<file path="src/rtl/traffic_ctrl.sv">
// traffic_ctrl: two-road traffic light controller with sensor requests, green extension and flash mode
module traffic_ctrl #(
  parameter int TICK_DIV     = 1000,
  parameter int MIN_GREEN    = 5,
  parameter int MAX_GREEN    = 20,
  parameter int YELLOW_TICKS = 3,
  parameter int ALLRED_TICKS = 1
) (
  input  logic       clk,
  input  logic       rst,
  input  logic       car1,
  input  logic       car2,
  input  logic       flash,
  output logic       G1,
  output logic       Y1,
  output logic       R1,
  output logic       G2,
  output logic       Y2,
  output logic       R2,
  output logic       d,
  output logic [2:0] phase
);
  typedef enum logic [2:0] {AR1, GRN1, YEL1, AR2, GRN2, YEL2, FLASH} state_t;
  localparam int TOP = MAX_GREEN > YELLOW_TICKS ? (MAX_GREEN > ALLRED_TICKS ? MAX_GREEN : ALLRED_TICKS)
                                                 : (YELLOW_TICKS > ALLRED_TICKS ? YELLOW_TICKS : ALLRED_TICKS);
  localparam int PW = TICK_DIV > 1 ? $clog2(TICK_DIV) : 1;
  localparam int CW = $clog2(TOP + 1);
  localparam logic [PW-1:0] P_END = PW'(TICK_DIV - 1);
  localparam logic [CW-1:0] C_MIN = CW'(MIN_GREEN - 1);
  localparam logic [CW-1:0] C_MAX = CW'(MAX_GREEN - 1);
  localparam logic [CW-1:0] C_YEL = CW'(YELLOW_TICKS - 1);
  localparam logic [CW-1:0] C_AR  = CW'(ALLRED_TICKS - 1);
  localparam logic [CW-1:0] C_TOP = CW'(TOP);
  state_t state, nxt;
  logic [PW-1:0] presc;
  logic [CW-1:0] cnt;
  logic pend1, pend2, blink, tick;
  assign tick = presc == P_END;
  always_comb begin
    nxt = state;
    case (state)
      AR1:     nxt = tick && cnt >= C_AR ? GRN1 : AR1;
      GRN1:    nxt = tick && pend2 && (cnt >= C_MAX || (cnt >= C_MIN && !car1)) ? YEL1 : GRN1;
      YEL1:    nxt = tick && cnt >= C_YEL ? AR2 : YEL1;
      AR2:     nxt = tick && cnt >= C_AR ? GRN2 : AR2;
      GRN2:    nxt = tick && pend1 && (cnt >= C_MAX || (cnt >= C_MIN && !car2)) ? YEL2 : GRN2;
      YEL2:    nxt = tick && cnt >= C_YEL ? AR1 : YEL2;
      default: nxt = AR1;
    endcase
    if (flash) nxt = FLASH;
  end
  always_ff @(posedge clk) begin
    if (rst) begin
      state <= AR1;
      presc <= '0;
      cnt   <= '0;
      pend1 <= 1'b0;
      pend2 <= 1'b0;
      blink <= 1'b0;
      d     <= 1'b1;
    end else begin
      state <= nxt;
      presc <= nxt != state || tick ? '0 : presc + 1'b1;
      cnt   <= nxt != state ? '0 : tick && cnt != C_TOP ? cnt + 1'b1 : cnt;
      pend1 <= state != GRN1 && (nxt == GRN1 ? 1'b0 : car1 | pend1);
      pend2 <= state != GRN2 && (nxt == GRN2 ? 1'b0 : car2 | pend2);
      blink <= state == FLASH && nxt == FLASH && (blink ^ tick);
      d     <= nxt == FLASH ? d : nxt inside {AR1, GRN1, YEL1};
    end
  end
  assign G1    = state == GRN1;
  assign Y1    = state == YEL1 || (state == FLASH && blink);
  assign R1    = state inside {AR1, AR2, GRN2, YEL2};
  assign G2    = state == GRN2;
  assign Y2    = state == YEL2 || (state == FLASH && blink);
  assign R2    = state inside {AR1, GRN1, YEL1, AR2};
  assign phase = state;
endmodule

</file>
<file path="config.mk">
export PLATFORM = sky130hd
export DESIGN_NAME = traffic_ctrl
export DESIGN_NICKNAME = d
export VERILOG_FILES = /design/src/rtl/traffic_ctrl.sv
export SDC_FILE = /design/constraint.sdc
export NUM_CORES = 1
export LEC_CHECK = 0
export ABC_AREA = 1
export CORE_AREA = 2 2 42 73
export CTS_CLUSTER_SIZE = 30
export DETAILED_ROUTE_END_ITERATION = 8
export DIE_AREA = 0 0 44 75
export GPL_TIMING_DRIVEN = 0
export PLACE_DENSITY = 0.75
export SKIP_CTS_REPAIR_TIMING = 1
export SLEW_MARGIN = 20
export SYNTH_ARGS = -nofsm -noshare
export SYNTH_HDL_FRONTEND = slang
export SYNTH_SLANG_ARGS = --single-unit
</file>
<file path="constraint.sdc">
create_clock -name clk -period 1.7 [get_ports clk]
set_clock_uncertainty 0.2 [all_clocks]
set_input_delay 0.17 -clock clk [delete_from_list [all_inputs] [get_ports clk]]
set_output_delay 0.17 -clock clk [all_outputs]
set_load 0.02 [all_outputs]
</file>
; ---- Word-level counts from Yosys, hierarchy flattened
; Index checks and enable logic that the tools add are counted.
[classes]
add_sub_neg = 2
order_cmp = 4
n_eq_ne = 15
mux = 10
bitwise_logic = 3
reduce_logical = 28
[ops]
columns = op, n
row1 = $pmux W3 S6, 1
row2 = $eq A3 B3 Y1 const B, 5
row3 = $logic_and A1 B1 Y1, 14
row4 = $add A10 B1 Y10 const B, 1
row5 = $eq A10 B10 Y1 const B, 1
row6 = $eq A3 B2 Y1 const B, 3
row7 = $mux W3, 3
row8 = $reduce_bool A4 Y1, 2
row9 = $eq A3 B1 Y1 const B, 2
row10 = $logic_not A3 Y1, 2
row11 = $add A5 B1 Y5 const B, 1
row12 = $ge A5 B1 Y1 const B, 1
row13 = $ge A5 B2 Y1 const B, 1
row14 = $ge A5 B3 Y1 const B, 1
row15 = $ge A5 B5 Y1 const B, 1
row16 = $logic_or A1 B1 Y1, 5
row17 = $mux W1, 5
row18 = $ne A5 B5 Y1 const B, 1
row19 = $reduce_or A2 Y1, 2
row20 = $ne A3 B1 Y1 const B, 1
row21 = $ne A3 B3 Y1, 1
row22 = $ne A3 B3 Y1 const B, 1
row23 = $reduce_bool A3 Y1, 1
row24 = $logic_not A1 Y1, 2
row25 = other kinds (3), 4
[word_totals]
reg_bits = 22
inputBits = 5

; ---- Logic depth before layout (Yosys ltp)
[logic_depth]
ltp_word = 10
mapped_depth = 14

; ---- Worst setup path after synthesis
; No wires, ideal clock.
[synth_timing]
kind = reg2reg
from = register state[2], in the netlist phase[2]
to = register cnt[0]
setup_ns = 0.117
arrival_time_ns = 1.704
setup_slack_ns = -0.322
stages_incl_launch_ff = 14
n_path_buf = 0
path_cell_list = dfxtp_1 > nand2_1 > nor2_2 > nand2_1 > nor2_1 > nand2_1 > nand2_1 > inv_1 > nand3_2 > nand2_2 > nand2_1 > nand2_2 > nand2_1 > nor2_1
[synth_between]
elab_chain_len = 5
word_cells_on_any_way = 10
[synth_rtl]
columns = element, line
row1 = start: declaration, 34  ; state_t state, nxt;
row2 = start signal: assignment, 62  ; state <= nxt;
row3 = $eq A3 B3 Y1, -
row4 = named net G2, 17  ; output logic G2,
row5 = $pmux W3 S6, 41  ; case (state)
row6 = $mux W3, 50  ; if (flash) nxt = FLASH;
row7 = $ne A3 B3 Y1, 64  ; cnt <= nxt != state ? '0 : tick && cnt != C_TOP ? cnt + 1'b1 : cnt;
row8 = $reduce_or A2 Y1 (no source line), -
row9 = end signal: assignment, 64
row10 = end: declaration, 36  ; logic [CW-1:0] cnt;
; The timed path passes the listed nets, and every way through them passes these cells.
; A chain may end at the register's enable or synchronous reset.

; ---- Worst setup path after layout
[layout_timing]
from = register presc[0]
to = register presc[8]
[layout_between]
elab_chain_len = 9
word_cells_on_any_way = 19
[layout_rtl]
columns = element, line
row1 = start: declaration, 35  ; logic [PW-1:0] presc;
row2 = start signal: assignment, 63  ; presc <= nxt != state || tick ? '0 : presc + 1'b1;
row3 = $eq A10 B10 Y1, 38  ; assign tick = presc == P_END;
row4 = "$logic_and A1 B1 Y1, on equally long branches (2 in series)", "46, 43"
row5 = $mux W1 or $mux W2 (tied branches), "46, 43"
row6 = $pmux W3 S6, 41
row7 = $mux W3, 50
row8 = $ne A3 B3 Y1, 63
row9 = $logic_or A1 B1 Y1, 63
row10 = $reduce_or A2 Y1 (no source line), -
; Several ways; a longest one is shown, not always the timed one.

==> qor.yml <==
status:
  run_status: "complete, but fails checks"
  violations: "negative setup slack"
worst_setup_path:
  end_kind: "register"
  r2r-start: "presc[0]"
  worstSetupPathType: "reg2reg"
  cp-startpoint: "presc[0]"
  crit_end: "presc[8]"
  max_stage_delay_ns: 0.37
  r2r_slack_ns: -0.40
  reg2reg_to: "presc[8]"
  crit_required_ns: 1.70
  startpoint_type: "register"
  arrival_ns: 2.10
  cp_cell_sequence: "ha_4, nand2_2, nor2_4, nand2_4, nand2_1, nand2_1, nor2_2, nand3_2, nand2_4, nand2_2, nand2_4, nand3_4, nor2_2"
  slowest_stage: "dfxtp_4"
  r2r_cells: 13
  path_max_fanout: 5
  path_common_cell: "nand2_4"
cells_and_area:
  syn_to_final_growth_pct: 32.97
  final_layout_size_suffix_gt1_share_pct: 30.24
  instances_no_fill: 232
  fin_util_pct: 63.21
  diodes: 0
  nNetsFinal: 214
sta:
  worst_pin_slew_ns: 0.4345
  rsz0062_at_grt: "true"
  slew_viol_final: 0
  slew_headroom_pct: 70.76
  fin_crit_sh_pct: 123.4
  fmax_mhz: 476.7
  setup_viol: 21
  hold_viol_final: 0
  fin_ws_ns: -0.3979
  period_minus_slack_ns: 2.098
logic_synthesis:
  synth_seq_cells: 22
  syn_inst: 178
  ys_types: 28
  synth_seq_area_share_pct: 34.44
  syn_avg_cell_area_um2: 7.184
  synth_enable_flop_cells: 0
  yosysWarnings: 0
  synth_area_mm2: 0.001279
  async_flop_share_pct: 0
  syn_nets: 186
  synth_ff_type: "dfxtp_1"
job:
  drv_cap: 0
grt:
  antenna_found_initial: 0
  grt_pass1_wl_um: 4616
  grt.overflow.total: 0
  grt_pass1_vias: 1154
  grt_max_degree: 13
  grt_usage_pct: 18.94
floorplanning:
  die_x_um: 44
  start_util_pct: 47.53
  std_cell_rows: 25
  die_h_um: 75
  boundaryPins: 15
  coreArea_mm2: 0.002690
  die_area_mm2: 0.003300
clock_tree:
  clkSinkCount: 22
  cts.clk_slew.worst_paths_ns: 0.08
  cts_tree: "yes"
  clock_path_buffers: 2
  cts-root-buf: "clkbuf_8"
  h-tree-depth: 1
  cts_buffers: 3
  clkLatencyLatePin_ns: 0.28
route:
  vias: 1232
  ant_nets: 0
  dr.pass1.iters: 4
  via_per_inst: 5.310
  post_drt_wl_per_cell_um: 13.37
  first_iter_violations: 23
  drcViolationCount: 0
  wirelength_um: 3102
placed_design:
  io_buffers: 14
  place_inst: 219
  gp_congestion: 0.9450
  place_hpwl_um: 2176
power:
  leakage_nw: 0.7578
  peakVddDrop_mv: 0.4316
  p_per_area_mw_per_mm2: 625.3
min_path:
  min_path_type: "reg2reg"
[per-stage QoR]
step | area [µm²] | setup WS [ns] | power (mW) | hold slack (ns) | TNS [ns]
final | 1700 | -0.3979 | 1.063 | 0.2424 | -5.973
after global routing | 1700 | -0.4954 | 1.106 | 0.2552 | -8.237
after CTS | 1558 | -0.5791 | 1.056 | 0.2479 | -7.601
after detailed placement | 1503 | -0.3702 | 0.6834 | 0.2360 | -5.787
after global placement | 1503 | -0.3427 | 0.6800 | 0.2317 | -5.378
after floorplan | 1329 | -0.1004 | 0.6306 | 0.03270 | -0.9866
[layout by cell type (no fill, tap or decap), types with 2 or more instances in the layout]
master / count
nand2_1: 28
inv_1: 27
nor2_1: 18
dfxtp_1: 16
nand3_1: 11
nor2_2: 10
xor2_1: 9
clkdlybuf4s50_1: 7
buf_4: 7
nand2_2: 6
nand3_2: 6
nor2_4: 5
dlymetal6s2s_1: 5
o21ai_0: 4
nand2_4: 4
clkbuf_8: 4
dfxtp_4: 4
inv_2: 3
nor3_1: 3
xnor2_1: 3
nand4_1: 3
nand3_4: 3
ha_1: 2
dfxtp_2: 2
[registers in the layout (all words and copies together) (netlist names)]
register	cells
pend2	1
pend1	1
phase	3
presc	10
blink	1
cnt	5
d	1
[layout make-up]
type / count / area [µm²]
inverters: 31 / 118.9
repair buffers: 21 / 195.2
multi-input cells: 127 / 839.6
flip-flops and latches: 22 / 457.9
well taps: 27 / 33.78
fillers: 232 / 989.7
clock buffers: 4 / 55.05
[how the worst min path moves through the flow]
| stage | cells after the start | startpoint | end | slack, ns |
|---|---|---|---|---|
| 5_1_grt | 1 | presc[0] | presc[0] | 0.26 |
| 3_5_place_dp | 1 | presc[0] | presc[0] | 0.24 |
| 2_1_floorplan | 1 | rst | phase[0] | 0.03 |
| 4_1_cts | 1 | presc[0] | presc[0] | 0.25 |
| 3_3_place_gp | 1 | presc[0] | presc[0] | 0.23 |
| 6_report | 1 | presc[0] | presc[0] | 0.24 |
[report_power, final]
| group | switching, mW | leakage, nW | internal, mW |
|---|---|---|---|
| clock | 0.180 | 0.0288 | 0.207 |
| combinational | 0.0853 | 0.547 | 0.0527 |
| sequential | 0.0142 | 0.182 | 0.524 |
| total | 0.280 | 0.758 | 0.784 |
[layer usage]
layer | GRT usage, % | part of all wire [%] | up-vias
li1 | - | - | 616
met1 | 17.70 | 35 | 569
met2 | 36.76 | 55 | 32
met3 | 2.398 | 3.8 | 15
met4 | 12.12 | 6.1 | 0
met5 | 0 | 0 | -
[synth_stat cells, types with 4 or more instances]
cell type   n  area (µm²)
inv_1      27       101.4
o21ai_0     5       25.02
nand3_1    16       80.08
nor2_2     11       68.82
dfxtp_1    22       440.4
nor2_1     19       71.32
xor2_1      9       78.83
inv_2       4       15.01
nand2_1    34       127.6
[kinds of logic (layout without fill, tap and decap cells)]
family	after synthesis	count (layout)	synth area share (%)
xor gates and xnor gates	12	12	8.220
muxes	1	1	0.8806
AOI/OAI and AO/OA	10	10	4.599
buffers and inverters	31	56	9.100
adders and majority gates	3	3	2.936
and+or+nand+nor	99	101	39.82
DFF	22	22	34.44
[worst max-delay path, delay by kind of cell (launching register included)]
| family | cells | cell delay [ns] |
|---|---|---|
| simple gates | 12 | 1.31 |
| flops | 1 | 0.37 |
| fa+ha+maj | 1 | 0.14 |
Power figures use the tool's default switching activity.
==> variant, RTL diff (same settings) <==
Change the parameter `YELLOW_TICKS` from 3 to 5.
--- a/src/rtl/traffic_ctrl.sv
+++ b/src/rtl/traffic_ctrl.sv
@@ -3,7 +3,7 @@
   parameter int TICK_DIV     = 1000,
   parameter int MIN_GREEN    = 5,
   parameter int MAX_GREEN    = 20,
-  parameter int YELLOW_TICKS = 3,
+  parameter int YELLOW_TICKS = 5,
   parameter int ALLRED_TICKS = 1
 ) (
   input  logic       clk,
Formal check against the unedited RTL: same outputs for any inputs over 10 cycles, from zero or initial values and one cycle with rst high; that may be too few to reach the edited logic, so the function may still have changed.
==> variant against the original RTL <==
The flow still finishes with violations (setup timing). Area after synthesis up 6.4%. Highest routed layer unchanged. Sequential cell count unchanged. Setup slack better by 0.046 ns. Cell area up 9.5%. Power up 2.0%. Routed wire length up 13%. Worst hold slack worse by 0.0050 ns. Utilization up 6.0 points.
==> variant: results (changes against the original RTL) <==
Synthesis
The commonest cells after synthesis are 34 x sky130_fd_sc_hd__inv_1, 26 x sky130_fd_sc_hd__nand2_1, 22 x sky130_fd_sc_hd__dfxtp_1. The net count of the mapped netlist is 197 (+5.9%). The register area share after synthesis was 0.324 (-0.0206). The number of instances in the synthesized netlist is 189 (+6.2%).

Sorting the synthesized cells by area gives the leading types as sky130_fd_sc_hd__dfxtp_1 32%, sky130_fd_sc_hd__inv_1 9.4%, sky130_fd_sc_hd__nand2_1 7.2%. The synthesized area divided by synthesized cell count is 7.20 µm² (+0.17%).

Finish
The final design area excluding fillers is 1860 µm² (+9.5%). The clock-cell share of area is 0.0296 (-0.00281). The number of ordinary and repair buffers in the finished layout came to 25 (+19%). The fraction of area in multi-input gates is 0.497 (+0.00357).

The number of non-clock inverters came to 39 (+26%). The multi-input combinational gate total is 128 (+0.79%). The fraction of area in non-clock buffers came to 0.130 (+0.0149). The fraction of final layout cells with drive strength greater than 1 came to 0.358 (+0.0554).

The count of filler cells inserted in the layout was 214 (-7.8%). The final-stage net count came to 227 (+6.1%).

Clock network
The clock buffer count from CTS is 3 (unchanged).

Detailed routing
The first-pass iteration count of the detailed router is 4 (unchanged). The wire length reported by the detailed router is 3.51 mm (+13%). The wire length on met2 was 1.98 mm (+16%). The sum of routed wire segments on met1 was 1.30 mm (+20%). The total length of routed met3 wires came to 140 µm (+20%). The mean routed wirelength per cell is 14.3 µm (+7.3%).

The ratio of routed vias to standard cells is 5.29 (-0.39%). The number of DRC violations after detailed-routing iteration 0 is 47 (+100%).

Worst setup path
The data arrival time of the worst path is 2.06 ns (-0.04 ns). The maximum net fanout on the critical path is 7 (+2). In this run the critical register-to-register path is captured at presc[3].

Status
The final reports fail on setup timing. The run finished, with violations left.

Timing
The number of setup violations in the final report is 20 (-4.8%). The worst path setup slack after routing is -0.352 ns (+0.0458 ns). The minimum hold slack came to 0.237 ns (-0.00501 ns). The final total negative setup slack was -5.31 ns (+0.658 ns).

GRT
The met1 usage is 0.244 (+0.0674). The met2 usage in global routing came to 0.400 (+0.0327). The number of global-route vias before repair is 1218 (+5.5%).

The met3 capacity usage during global routing is 0.0312 (+0.00719). The first-pass GRT wire length came to 5.35 mm (+16%).

Power and ir drop
The peak ir drop on the vdd network came to 0.525 mV (+22%). The static leakage is 0.000794 µW (+4.7%).

Place
The post-place instance area came to 1580 µm² (+5.2%). The half-perimeter wire length of the detailed placement result came to 2.31 mm (+6.0%).

Min path
The number of cells traversed by the worst hold path is 1 (unchanged). The path class of the tightest hold or removal check is flop to flop.
-- variant: cell types whose count changed after synthesis, sizes merged, moves of 3 or more --
cell   before  now
inv        31   39
nor2       33   37
nand2      37   32
nand3      19   22
-- variant: logic make-up (layout without fill, tap and decap cells) --
family                     after synthesis  after routing  synth area share
buffers and inverters                   40             68             0.111
and+or+nand+nor                        101            102             0.412
adders and majority gates                3              3            0.0276
AOI/OAI and AO/OA                       12             12            0.0543
xor gates and xnor gates                11             11            0.0708
DFF                                     22             22             0.324
-- variant: worst max path at each step --
stage	endpoint	slack [ns]	cells after the start
after floorplan	presc[0]	-0.13	13
after CTS	Y2	-0.46	6
after global routing	presc[9]	-0.46	12
final	presc[3]	-0.35	12
after global placement	presc[0]	-0.31	13
after detailed placement	presc[8]	-0.35	13
-- variant: where the power goes --
part | switching (µW) | leakage (µW) | internal [µW] | total (µW)
clock | 171 | 0.0000288 | 207 | 377
sequential | 12.4 | 0.000181 | 524 | 537
combinational | 100 | 0.000583 | 70.2 | 171
